$ cat src/rtl/vga_pkg.sv
// Shared VGA frame-buffer definitions: default geometry, RGB565 field layout
// and small helpers used by the scan controller.
package vga_pkg;
    localparam int HSIZE_DEF = 640;
    localparam int VSIZE_DEF = 480;

    localparam int RGB565_R_MSB = 15;
    localparam int RGB565_R_LSB = 11;
    localparam int RGB565_G_MSB = 10;
    localparam int RGB565_G_LSB = 5;
    localparam int RGB565_B_MSB = 4;
    localparam int RGB565_B_LSB = 0;

    typedef struct packed {
        logic [7:0] r;
        logic [7:0] g;
        logic [7:0] b;
    } rgb888_t;

    function automatic int clog2(input int value);
        int res;
        res = 0;
        while ((1 << res) < value) res++;
        return res;
    endfunction

    // Replicate each channel's MSBs into the new LSBs so full scale maps to 0xFF.
    function automatic rgb888_t rgb565_to_888(input logic [15:0] d);
        rgb888_t p;
        p.r = {d[RGB565_R_MSB:RGB565_R_LSB], d[RGB565_R_MSB -: 3]};
        p.g = {d[RGB565_G_MSB:RGB565_G_LSB], d[RGB565_G_MSB -: 2]};
        p.b = {d[RGB565_B_MSB:RGB565_B_LSB], d[RGB565_B_MSB -: 3]};
        return p;
    endfunction
endpackage

$ cat src/rtl/bram_scan_ctrl_sync_delay.sv
// Fixed-depth shift register for a bundle of sync/enable bits; also exposes
// the top bit one stage early so a downstream register can align to the output.
module sync_delay #(
    parameter int              DEPTH   = 3,
    parameter int              WIDTH   = 1,
    parameter logic [WIDTH-1:0] RST_VAL = '0
) (
    input  logic             clk,
    input  logic             rst,
    input  logic [WIDTH-1:0] din,
    output logic [WIDTH-1:0] dout,
    output logic             dout_pre_msb
);
    logic [DEPTH:1][WIDTH-1:0] pipe_q, pipe_d;

    always_comb begin
        pipe_d = {pipe_q[DEPTH-1:1], din};
    end

    always_ff @(posedge clk) begin
        if (rst) pipe_q <= {DEPTH{RST_VAL}};
        else     pipe_q <= pipe_d;
    end

    assign dout         = pipe_q[DEPTH];
    assign dout_pre_msb = pipe_q[DEPTH-1][WIDTH-1];
endmodule

$ cat src/rtl/bram_scan_ctrl.sv
// Frame-buffer read controller: tracks incoming VGA timing, issues BRAM reads
// in flip/mirror order and re-aligns syncs with the expanded RGB888 pixels.
module bram_scan_ctrl
    import vga_pkg::*;
#(
    parameter int HSIZE     = HSIZE_DEF,
    parameter int VSIZE     = VSIZE_DEF,
    parameter int ADDR_W    = 19,
    parameter int BASE_ADDR = 0,
    parameter int RD_LAT    = 1
) (
    input  logic              CLK,
    input  logic              RESET,
    input  logic              VSYNC,
    input  logic              HSYNC,
    input  logic              DE,
    input  logic              FLIP_V,
    input  logic              MIRROR_H,
    output logic [ADDR_W-1:0] BRAMADDR,
    output logic              BRAMEN,
    input  logic [15:0]       BRAMDATA,
    output logic [7:0]        R,
    output logic [7:0]        G,
    output logic [7:0]        B,
    output logic              DE_OUT,
    output logic              HSYNC_OUT,
    output logic              VSYNC_OUT,
    output logic              ERR_HLEN,
    output logic              ERR_VLEN
);
    localparam int L      = RD_LAT + 2;
    localparam int COL_W  = clog2(HSIZE + 1);
    localparam int LINE_W = clog2(VSIZE + 1);

    localparam logic [COL_W-1:0]  COL_MAX   = COL_W'(HSIZE);
    localparam logic [COL_W-1:0]  COL_LAST  = COL_W'(HSIZE - 1);
    localparam logic [LINE_W-1:0] LINE_MAX  = LINE_W'(VSIZE);
    localparam logic [ADDR_W-1:0] ROW_FIRST = ADDR_W'(BASE_ADDR);
    localparam logic [ADDR_W-1:0] ROW_LAST  = ADDR_W'(BASE_ADDR + (VSIZE - 1) * HSIZE);
    localparam logic [ADDR_W-1:0] ROW_STEP  = ADDR_W'(HSIZE);

    logic [COL_W-1:0]  col_q, col_d, col_eff;
    logic [LINE_W-1:0] line_q, line_d;
    logic [ADDR_W-1:0] row_base_q, row_base_d;
    logic [ADDR_W-1:0] addr_q, addr_d;
    logic              mode_v_q, mode_v_d;
    logic              mode_h_q, mode_h_d;
    logic              de_d_q, de_d_d;
    logic              en_q, en_d;
    logic              err_h_q, err_h_d;
    logic              err_v_q, err_v_d;

    always_comb begin
        col_d      = col_q;
        line_d     = line_q;
        row_base_d = row_base_q;
        addr_d     = addr_q;
        mode_v_d   = mode_v_q;
        mode_h_d   = mode_h_q;
        de_d_d     = DE;
        en_d       = 1'b0;
        err_h_d    = err_h_q;
        err_v_d    = err_v_q;
        col_eff    = mode_h_q ? COL_LAST - col_q : col_q;

        // Frame start outranks everything, including a coincident line end.
        if (!VSYNC) begin
            mode_v_d   = FLIP_V;
            mode_h_d   = MIRROR_H;
            col_d      = '0;
            line_d     = '0;
            de_d_d     = 1'b0;
            row_base_d = FLIP_V ? ROW_LAST : ROW_FIRST;
        end else if (DE) begin
            if (col_q < COL_MAX) col_d = col_q + 1'b1;
            else                 err_h_d = 1'b1;
            if (line_q >= LINE_MAX) err_v_d = 1'b1;
            if (col_q < COL_MAX && line_q < LINE_MAX) begin
                en_d   = 1'b1;
                addr_d = row_base_q + ADDR_W'(col_eff);
            end
        end else if (de_d_q) begin
            col_d = '0;
            if (line_q < LINE_MAX) begin
                line_d     = line_q + 1'b1;
                row_base_d = mode_v_q ? row_base_q - ROW_STEP : row_base_q + ROW_STEP;
            end
        end
    end

    always_ff @(posedge CLK) begin
        if (RESET) begin
            col_q      <= '0;
            line_q     <= '0;
            row_base_q <= ROW_FIRST;
            addr_q     <= '0;
            mode_v_q   <= 1'b0;
            mode_h_q   <= 1'b0;
            de_d_q     <= 1'b0;
            en_q       <= 1'b0;
            err_h_q    <= 1'b0;
            err_v_q    <= 1'b0;
        end else begin
            col_q      <= col_d;
            line_q     <= line_d;
            row_base_q <= row_base_d;
            addr_q     <= addr_d;
            mode_v_q   <= mode_v_d;
            mode_h_q   <= mode_h_d;
            de_d_q     <= de_d_d;
            en_q       <= en_d;
            err_h_q    <= err_h_d;
            err_v_q    <= err_v_d;
        end
    end

    logic [2:0] sync_out;
    logic       de_pre;
    rgb888_t    rgb_q, rgb_d;

    sync_delay #(
        .DEPTH  (L),
        .WIDTH  (3),
        .RST_VAL(3'b011)
    ) u_sync_delay (
        .clk         (CLK),
        .rst         (RESET),
        .din         ({DE, HSYNC, VSYNC}),
        .dout        (sync_out),
        .dout_pre_msb(de_pre)
    );

    // BRAMDATA lines up with the delayed DE one stage before the output.
    always_comb begin
        rgb_d = de_pre ? rgb565_to_888(BRAMDATA) : '0;
    end

    always_ff @(posedge CLK) begin
        if (RESET) rgb_q <= '0;
        else       rgb_q <= rgb_d;
    end

    assign BRAMADDR                       = addr_q;
    assign BRAMEN                         = en_q;
    assign R                              = rgb_q.r;
    assign G                              = rgb_q.g;
    assign B                              = rgb_q.b;
    assign {DE_OUT, HSYNC_OUT, VSYNC_OUT} = sync_out;
    assign ERR_HLEN                       = err_h_q;
    assign ERR_VLEN                       = err_v_q;
endmodule

$ cat config.mk
export PLATFORM = sky130hd
export DESIGN_NAME = bram_scan_ctrl
export DESIGN_NICKNAME = d
export VERILOG_FILES = /design/src/rtl/vga_pkg.sv /design/src/rtl/bram_scan_ctrl_sync_delay.sv /design/src/rtl/bram_scan_ctrl.sv
export SDC_FILE = /design/constraint.sdc
export NUM_CORES = 1
export LEC_CHECK = 0
export CORE_MARGIN = 8
export CORE_UTILIZATION = 42
export DETAILED_ROUTE_END_ITERATION = 8
export DONT_BUFFER_PORTS = 1
export PLACE_DENSITY = 0.63
export RECOVER_POWER = 25
export SYNTH_ARGS = -nofsm -noshare
export SYNTH_HDL_FRONTEND = slang
export SYNTH_HIERARCHICAL = 1
export SYNTH_SLANG_ARGS = --single-unit
$ cat constraint.sdc
create_clock -name CLK -period 6.2 [get_ports CLK]
set_clock_uncertainty 0.2 [all_clocks]
set_input_delay 0.31 -clock CLK [delete_from_list [all_inputs] [get_ports CLK]]
set_output_delay 0.31 -clock CLK [all_outputs]
set_load 0.01 [all_outputs]
* After elaboration in Yosys (flattened, before gate mapping)
Index checks and enable logic that the tools add are counted.
** Cells by class
- Bitwise gates (word level) :: 4
- $add $sub $neg :: 6
- Equal/unequal tests :: 4
- Mux-type cells :: 11
- Order comparisons :: 3
- Reductions and logical operators :: 11
** Operator list (count)
- two-way mux 19 bit :: 6
- two-way mux 10 bit :: 4
- adder 19 x 10 -> 19 bit :: 1
- adder 19 x 10 -> 19 bit, second input constant :: 1
- subtractor 19 x 10 -> 19 bit, second input constant :: 1
- AND reduction 3 bit :: 5
- adder 10 x 1 -> 10 bit, second input constant :: 1
- < comparator 10 bit, second input constant :: 1
- subtractor 10 bit, first input constant :: 1
- adder 9 x 1 -> 9 bit, second input constant :: 1
- greater-or-equal comparator 9 bit, second input constant :: 1
- < comparator 9 bit, second input constant :: 1
- inequality test 2 x 1 -> 1 bit, second input constant :: 3
- inverter 1 bit :: 4
- OR reduction 2 bit :: 2
- OR reduction 3 bit :: 1
- inequality test 2 bit, second input constant :: 1
- AND reduction 2 bit :: 1
- nonzero test 2 bit :: 1
- logical AND 1 bit :: 1
- two-way mux 1 bit :: 1
** Storage, ports and cells
- Output and inout bits :: 49
- Bits of input ports :: 23
- Word-level logic and storage cells :: 55
- Register bits after elaboration :: 96

* Depth between registers and ports, before layout
Gate-level depths: netlist (run 1).
- Depth after elaboration :: 6
- Gate-level depth with buffers :: 10
- Mapped depth without buffers :: 10

* By module
The synthesis (run 1) kept the hierarchy.
** By module, submodules not included
- bram_scan_ctrl :: area each 3753.6 um2, cells each 436, times used 1, sequential area each 1441.4 um2
- sync_delay :: area each 236.5 um2, cells each 18, times used 1, sequential area each 180.2 um2

* Worst setup path after synthesis (run 1)
Ideal clock, no wire load.
- Path type :: reg2reg
- Start point :: register mode_h_q
- End point :: register addr_q[18] (netlist: BRAMADDR[18])
- Path buffers :: 1
- Setup slack :: 3.555 ns
- Arrival :: 2.354 ns
- Required time :: 5.909 ns
- Library setup time :: 0.091 ns
- Stages on the path, launching flop included :: 9
- Cells stage by stage :: dfxtp_1 -> buf_1 -> o21ai_0 -> ha_1 -> a21o_2 -> a21o_1 -> a41oi_4 -> or4_1 -> a311oi_1
** Between the ends
- Word-level cells in the longest chain between the ends :: 2
** Ends and longest elaborated chain
- from (decl) :: RTL line bram_scan_ctrl.sv:47 : logic mode_h_q, mode_h_d;
- from (signal assigned) :: RTL line bram_scan_ctrl.sv:109 : mode_h_q <= mode_h_d;
- two-way mux 10 bit :: RTL line bram_scan_ctrl.sv:64 : col_eff = mode_h_q ? COL_LAST - col_q : col_q;
- adder 19 x 10 -> 19 bit :: RTL line bram_scan_ctrl.sv:80 : addr_d = row_base_q + ADDR_W'(col_eff);
- to (signal assigned) :: RTL line bram_scan_ctrl.sv:107 : addr_q <= addr_d;
- to (decl) :: RTL line bram_scan_ctrl.sv:45 : logic [ADDR_W-1:0] addr_q, addr_d;
Every way passes these cells.
A chain may end at the register's enable or synchronous reset.

* Final worst setup path (run 1)
- Start point :: register col_q[7]
- End point :: register addr_q[18] (netlist: BRAMADDR[18])
** Between the ends
- Word-level cells in the longest chain between the ends :: 3
- Elaborated cells on any way between the ends :: 6
- Those cells by class :: 2 x add/sub; 1 x order compare; 1 x mux; 2 x reduce/logical
** Ends and longest elaborated chain
- from (decl) :: RTL line bram_scan_ctrl.sv:42 : logic [COL_W-1:0] col_q, col_d, col_eff;
- from (signal assigned) :: RTL line bram_scan_ctrl.sv:104 : col_q <= col_d;
- subtractor 10 bit or < comparator 10 bit (tied branches) :: RTL line bram_scan_ctrl.sv:64, bram_scan_ctrl.sv:78
- two-way mux 10 bit or logical AND 1 bit (tied branches) :: RTL line bram_scan_ctrl.sv:64, bram_scan_ctrl.sv:78
- adder 19 x 10 -> 19 bit or AND reduction 3 bit (tied branches)
Parallel ways exist; a longest one is shown, timed or not.

==> results.yml, run 1 <==
floorplanning:
  io_pins: 72
  coreArea_um2: 9240
  rows: 35
  die_w_um: 113
  dieArea_um2: 12900
  die_h_um: 113
  start_util_pct: 43.2
clocking:
  path_clk_slew_ns: 0.09
  root_buffer: "clkbuf_8"
  cts.sinks: 81
  htree_levels: 3
  cts_buffers: 9
  clk_latency_ns: 0.36
  clockBufferDepth: 2
  postCtsSetupRepairBufs: 0
  cts_tree: "yes"
synthesis:
  ys.flop_type: "dfxtp_1"
  synth_edf_count: 0
  synth_top_area_share_pct: 40.6
  synth.avg_cell_area_um2: 8.79
  synth_area_leader_cell: "dfxtp_1"
  synth-seq-area-share_pct: 40.6
  yosysWarnings: 6
  synth_area_leaders: "dfxtp_1 (41%), ha_1 (6.3%), xnor2_1 (4.6%)"
  ys_types: 58
  synthCells: 454
  yosys_register_bits: 81
  async_reset_ff_share_pct: 0
  postSynthNetCount: 498
  synth_area_um2: 3990
worst_setup_path:
  ff2ff_setup_slack_ns: 3.37
  cp-end-kind: "register"
  worstRegToRegCells: 10
  crit_required_ns: 6.27
  critical_path_class: "register to register"
  r2r_start: "col_q[7]$_SDFFE_PP0P_"
  crit_path_start_kind: "register"
  cp-endpoint: "BRAMADDR[18]$_SDFFE_PP0P_"
  cp-startpoint: "col_q[7]$_SDFFE_PP0P_"
  crit_fanout: 8
  r2r_end: "BRAMADDR[18]$_SDFFE_PP0P_"
  arrival_ns: 2.90
detailed_routing:
  drt_first_iter_violations: 280
  wl_met2_um: 4120
  dr.max_layer_used: "met4"
  vias_per_cell: 5.33
  wl_um: 9210
  ant_nets: 0
  met1_length_um: 4200
  drt-wirelength-per-cell_um: 15.4
  wl_met3_um: 807
  firstDrtPassIters: 7
  vias: 3188
  route.detailed.drc: 0
power_and_ir_drop:
  vdd_drop_max_uv: 111
  power.share.clock_pct: 36.4
  intPower_mw: 0.736
  power_frac_comb_pct: 8.6
  power.switching_mw: 0.277
  p_leak_nw: 1.58
  powerDensity_nw_per_um2: 230
  p_sw_share_pct: 27.3
  p_seq_share_pct: 54.9
sta:
  finalHoldViolCount: 0
  rsz0062_at_grt: "false"
  min_period_ns: 2.83
  fmax_ghz: 0.353
  relSlewSlack_pct: 22.7
  finalSetupViolations: 0
  fin_tns_setup_ns: 0
  worst_slew_pin_slew_ns: 1.16
  final_max_slew_viol_count: 0
  period_share_pct: 45.7
cells_and_area:
  num_antenna_cells: 0
  final_cell_mix: "dfxtp_1 (81), nand2_1 (46), nor2_1 (38), a21oi_1 (31), dlygate4sd3_1 (24)"
  layout.nets: 508
  multi_input_area_um2: 2140
  ff_latch_area_um2: 1620
  fill_cells: 897
  area_growth_pct: 10.4
  final_common_cell: "dfxtp_1"
  fin_util_pct: 47.7
  final_cells: 598
  drive_gt1_share_pct: 5.33
min_path:
  hp-class: "primary input to register"
placement:
  gp_congestion: 0.808
  io_buffers: 0
  hpwlAfterDp_um: 6340
  place_inst: 558
global_route:
  antenna_found_initial: 0
  grt_max_degree: 33
  grt_pass1_vias: 3064
  grt_pass1_wl_um: 15400
  track_usage_pct: 14.7
  overflow: 0
run_status:
  run_status: "finished clean"
run:
  max_cap_violations: 0
==> cells by family after synthesis <==
kind of cell,after synthesis,synth area share (%)
AND/OR/NAND/NOR,193,24.9
AO/OA/AOI/OAI,86,14.4
flip-flops,81,40.6
buffers and inverters,39,5.77
XOR/XNOR,29,6.37
adder cells (fa/ha/maj),21,6.77
multiplexers,4,1.03
other,1,0.0940
==> critical path, stage by stage, from the launching register on <==
cell	delay, ns
dfxtp_1	0.43
inv_1	0.07
ha_1	0.28
nand2_1	0.07
o21ai_0	0.09
ha_1	0.42
a21o_2	0.18
a21o_1	0.19
a41oi_4	0.07
or4_1	0.49
a311oi_1	0.24
==> registers in the layout, summed over array words and instances (netlist names) <==
register	flops
mode_h_q	1
mode_v_q	1
B	5
u_sync_delay/pipe_d	5
de_d_q	1
BRAMEN	1
R	5
BRAMADDR	19
G	6
u_sync_delay/dout	3
u_sync_delay/dout_pre_msb	1
col_q	10
ERR_VLEN	1
row_base_q	12
ERR_HLEN	1
line_q	9
==> Yosys cell counts, types with 2 or more instances <==
cell	count
o211ai_1	7
clkbuf_1	11
and2_1	18
a31oi_1	6
xor2_1	8
buf_4	8
o31ai_1	2
a211oi_1	8
nand4b_1	2
nand2_1	46
and3_1	6
nor4_1	2
nand3b_1	3
or4_1	5
clkbuf_8	4
o21ai_0	14
or2_1	6
a21o_1	2
nor2_1	38
nand3_1	19
nor2b_1	9
a21oi_1	31
xnor2_1	21
dfxtp_1	81
nor3_1	12
inv_1	13
a311oi_1	4
and4_1	2
mux2i_1	3
ha_1	20
or3_1	5
nand4_1	9
nand2b_1	4
==> how the worst min path moves through the flow <==
stage	start	slack, ns	depth (start not counted)	endpoint
2_1_floorplan	RESET	0.18	1	u_sync_delay/dout[2]$_SDFF_PP0_
3_3_place_gp	RESET	0.18	1	BRAMADDR[1]$_SDFFE_PP0P_
3_5_place_dp	RESET	0.19	1	BRAMADDR[2]$_SDFFE_PP0P_
4_1_cts	VSYNC	0.01	2	row_base_q[18]$_SDFFE_PP0P_
5_1_grt	VSYNC	0.03	4	row_base_q[15]$_SDFFE_PP0P_
6_report	VSYNC	0.03	2	row_base_q[18]$_SDFFE_PP0P_
==> power by group through the flow <==
stage	sequential, mW	combinational [mW]	clock [mW]
after floorplan	0.561	0.0672	0
after global placement	0.568	0.0685	0
after detailed placement	0.569	0.0701	0
after CTS	0.556	0.0872	0.382
after global routing	0.558	0.0992	0.406
final	0.556	0.0876	0.369
==> through the flow <==
step	setup slack [ns]	cell area [µm²]	hold WS (ns)	power, mW
3_3_place_gp	3.48	3980	0.184	0.637
2_1_floorplan	3.56	3990	0.182	0.628
5_1_grt	3.17	4410	0.0304	1.06
6_report	3.37	4410	0.0255	1.01
4_1_cts	3.37	4410	0.0106	1.03
3_5_place_dp	3.41	3980	0.187	0.639
==> layer usage <==
layer | up-vias | global-route usage [%]
li1 | 1616 | -
met4 | 0 | 4.09
met1 | 1470 | 18.1
met2 | 95 | 23.5
met5 | - | 0
met3 | 7 | 5.71
==> timing repair <==
| item | 4_1_cts | 5_1_grt |
|---|---|---|
| hold endpoints to repair | 52 | 0 |
| gates resized for setup | 0 | 0 |
| hold buffers | 24 | 0 |
==> area by class of cell <==
cell class / instances / share of cell area [%]
sequential: 81 / 36.8
timing repair buffer: 25 / 5.62
tap: 129 / 3.66
clock buffer: 10 / 3.12
clock inverter: 6 / 1.14
multi-input combinational: 334 / 48.5
inverter: 13 / 1.11
Power figures use the tool's default switching activity.
==> inputs of run 2 (changes only) <==
--- a/config.mk
+++ b/config.mk
@@ -9,7 +9,7 @@
 export CORE_UTILIZATION = 42
 export DETAILED_ROUTE_END_ITERATION = 8
 export DONT_BUFFER_PORTS = 1
-export PLACE_DENSITY = 0.63
+export PLACE_DENSITY = 0.66
 export RECOVER_POWER = 25
 export SYNTH_ARGS = -nofsm -noshare
 export SYNTH_HDL_FRONTEND = slang
==> constraint.sdc (replaced) <==
create_clock -name CLK -period 2.5 [get_ports CLK]
set_clock_uncertainty 0.2 [all_clocks]
set_input_delay 0.125 -clock CLK [delete_from_list [all_inputs] [get_ports CLK]]
set_output_delay 0.125 -clock CLK [all_outputs]
set_load 0.01 [all_outputs]
==> results.yml, run 2 (synthesized netlist as in run 1, its figures left out) <==
detailed_routing:
  drt-wirelength-per-cell_um: 15.6
  dr.max_layer_used: "met4"
  vias: 3317
  vias_per_cell: 5.34
  drt_first_iter_violations: 320
  wl_met2_um: 4350
  route.detailed.drc: 0
  ant_nets: 0
  met1_length_um: 4250
  wl_met3_um: 919
  firstDrtPassIters: 4
  wl_um: 9680
floorplanning:
  dieArea_um2: 12900
  io_pins: 72
  start_util_pct: 43.2
  rows: 35
  die_h_um: 113
  coreArea_um2: 9240
  die_w_um: 113
worst_setup_path:
  crit_fanout: 7
  cp_cell_sequence: "inv_4 > ha_4 > nand2_2 > o21ai_2 > ha_1 > a21o_2 > a21o_1 > a41oi_4 > or4_1 > a311oi_1"
  crit_family: "compound AO/OA/AOI/OAI gates"
  cp_slowest_cell: "or4_1"
  cp_slowest_stage_delay_ns: 0.49
  crit_path_start_kind: "register"
  critical_path_class: "register to register"
  worstRegToRegCells: 10
  r2r_end: "BRAMADDR[16]$_SDFFE_PP0P_"
  cp-end-kind: "register"
  worst-path-buf-inv: 1
  r2r_start: "col_q[8]$_SDFFE_PP0P_"
  ff2ff_setup_slack_ns: 0.04
  crit_required_ns: 2.58
  arrival_ns: 2.53
  worst-path-stages: 10
run_status:
  run_status: "finished clean"
placement:
  gp_congestion: 0.826
  place_area_um2: 4110
  io_buffers: 0
  hpwlAfterDp_um: 6610
cells_and_area:
  largest_reg_flops: 19
  layout.nets: 532
  fin_util_pct: 50.9
  area_growth_pct: 17.9
  fin_area_um2: 4700
  final_common_cell: "dfxtp_1"
  final_cell_mix: "dfxtp_1 (79), nand2_1 (45), nor2_1 (38), a21oi_1 (30), dlygate4sd3_1 (24)"
  num_antenna_cells: 0
  drive_gt1_share_pct: 11.6
global_route:
  grt_pass1_vias: 3159
  antenna_found_initial: 0
  grt_max_degree: 36
  track_usage_pct: 15.4
  grt_pass1_wl_um: 15900
  overflow: 0
clocking:
  clockBufferDepth: 2
  htree_levels: 3
  root_buffer: "clkbuf_8"
  cts_tree: "yes"
  clk_latency_ns: 0.36
  cts.sinks: 81
  cts_buffers: 9
  path_clk_slew_ns: 0.08
sta:
  final_max_slew_viol_count: 0
  fmax_ghz: 0.407
  finalHoldViolCount: 0
  finalSetupViolations: 0
  fin_tns_setup_ns: 0
  worst_slew_pin_slew_ns: 0.819
  period_share_pct: 98.3
  relSlewSlack_pct: 44.8
  worst_hold_slack_ns: 0.0306
  rsz0062_at_grt: "true"
  min_period_ns: 2.46
power_and_ir_drop:
  p_total_mw: 2.79
  powerDensity_nw_per_um2: 594
  vdd_drop_max_uv: 233
  p_leak_nw: 1.76
min_path:
  holdPathEnd: "BRAMADDR[6]$_SDFFE_PP0P_"
  hp-start: "VSYNC"
  whs_path_depth: 3
  hp-class: "primary input to register"
run:
  max_cap_violations: 0
==> run 2: cell types whose count changed in the layout (fill, tap and decap cells not counted), sizes merged <==
cell      change
clkbuf        -1
inv           -1
buf          +24
clkinvlp      -2
bufinv        +3
==> run 2: power by group <==
| group | leakage (nW) | switching, mW | internal, mW | total, mW |
|---|---|---|---|---|
| logic | 0.976 | 0.142 | 0.121 | 0.263 |
| registers | 0.661 | 0.0402 | 1.33 | 1.37 |
| clock network | 0.120 | 0.500 | 0.665 | 1.16 |
| total | 1.76 | 0.681 | 2.11 | 2.79 |
==> run 2: final cells by class <==
type                       instances  area [µm²]
sequential                        81        1620
tap                              129         161
timing repair buffer              49         453
clock buffer                       9         124
clock inverter                     6         116
fill                             823        4540
multi-input combinational        334        2170
inverter                          13        51.3
==> run 2: per-stage QoR <==
step	worst slack, ns	instances
final	0.0421	621
after global routing	-0.0788	621
after CTS	0.0133	619
after detailed placement	-0.0907	575
after global placement	0.0334	575
after floorplan	-0.00678	454
==> run 2: how the worst max path moves through the flow <==
| stage | startpoint | to | slack (ns) |
|---|---|---|---|
| 2_1_floorplan | col_q[7]$_SDFFE_PP0P_ | BRAMADDR[18]$_SDFFE_PP0P_ | -0.007 |
| 3_3_place_gp | col_q[8]$_SDFFE_PP0P_ | BRAMADDR[14]$_SDFFE_PP0P_ | 0.03 |
| 3_5_place_dp | col_q[8]$_SDFFE_PP0P_ | BRAMADDR[14]$_SDFFE_PP0P_ | -0.09 |
| 4_1_cts | col_q[8]$_SDFFE_PP0P_ | BRAMADDR[14]$_SDFFE_PP0P_ | 0.01 |
| 5_1_grt | col_q[8]$_SDFFE_PP0P_ | BRAMADDR[16]$_SDFFE_PP0P_ | -0.08 |
| 6_report | col_q[8]$_SDFFE_PP0P_ | BRAMADDR[16]$_SDFFE_PP0P_ | 0.04 |
==> run 2: routing by layer <==
metal / vias to the layer above / track usage (%)
met5: - / 0
met4: 0 / 6.31
met3: 19 / 5.60
met2: 126 / 23.1
met1: 1519 / 19.4
li1: 1653 / -
==> run 2: timing repair <==
| item | in CTS | in global routing |
|---|---|---|
| gates resized for setup | 2 | 11 |
| endpoints found under the setup margin | 3 | 10 |
| endpoints found under the hold margin | 79 | 0 |
| setup buffers | 4 | 2 |
| pin swaps | 7 | 7 |
| hold buffers | 25 | 0 |
==> run 2: worst register-to-register path: stages (launching register included) <==
cell and delay [ns]:
dfxtp_2 0.37, inv_4 0.05, ha_4 0.21, nand2_2 0.07, o21ai_2 0.05, ha_1 0.31
a21o_2 0.14, a21o_1 0.16, a41oi_4 0.07, or4_1 0.49, a311oi_1 0.27
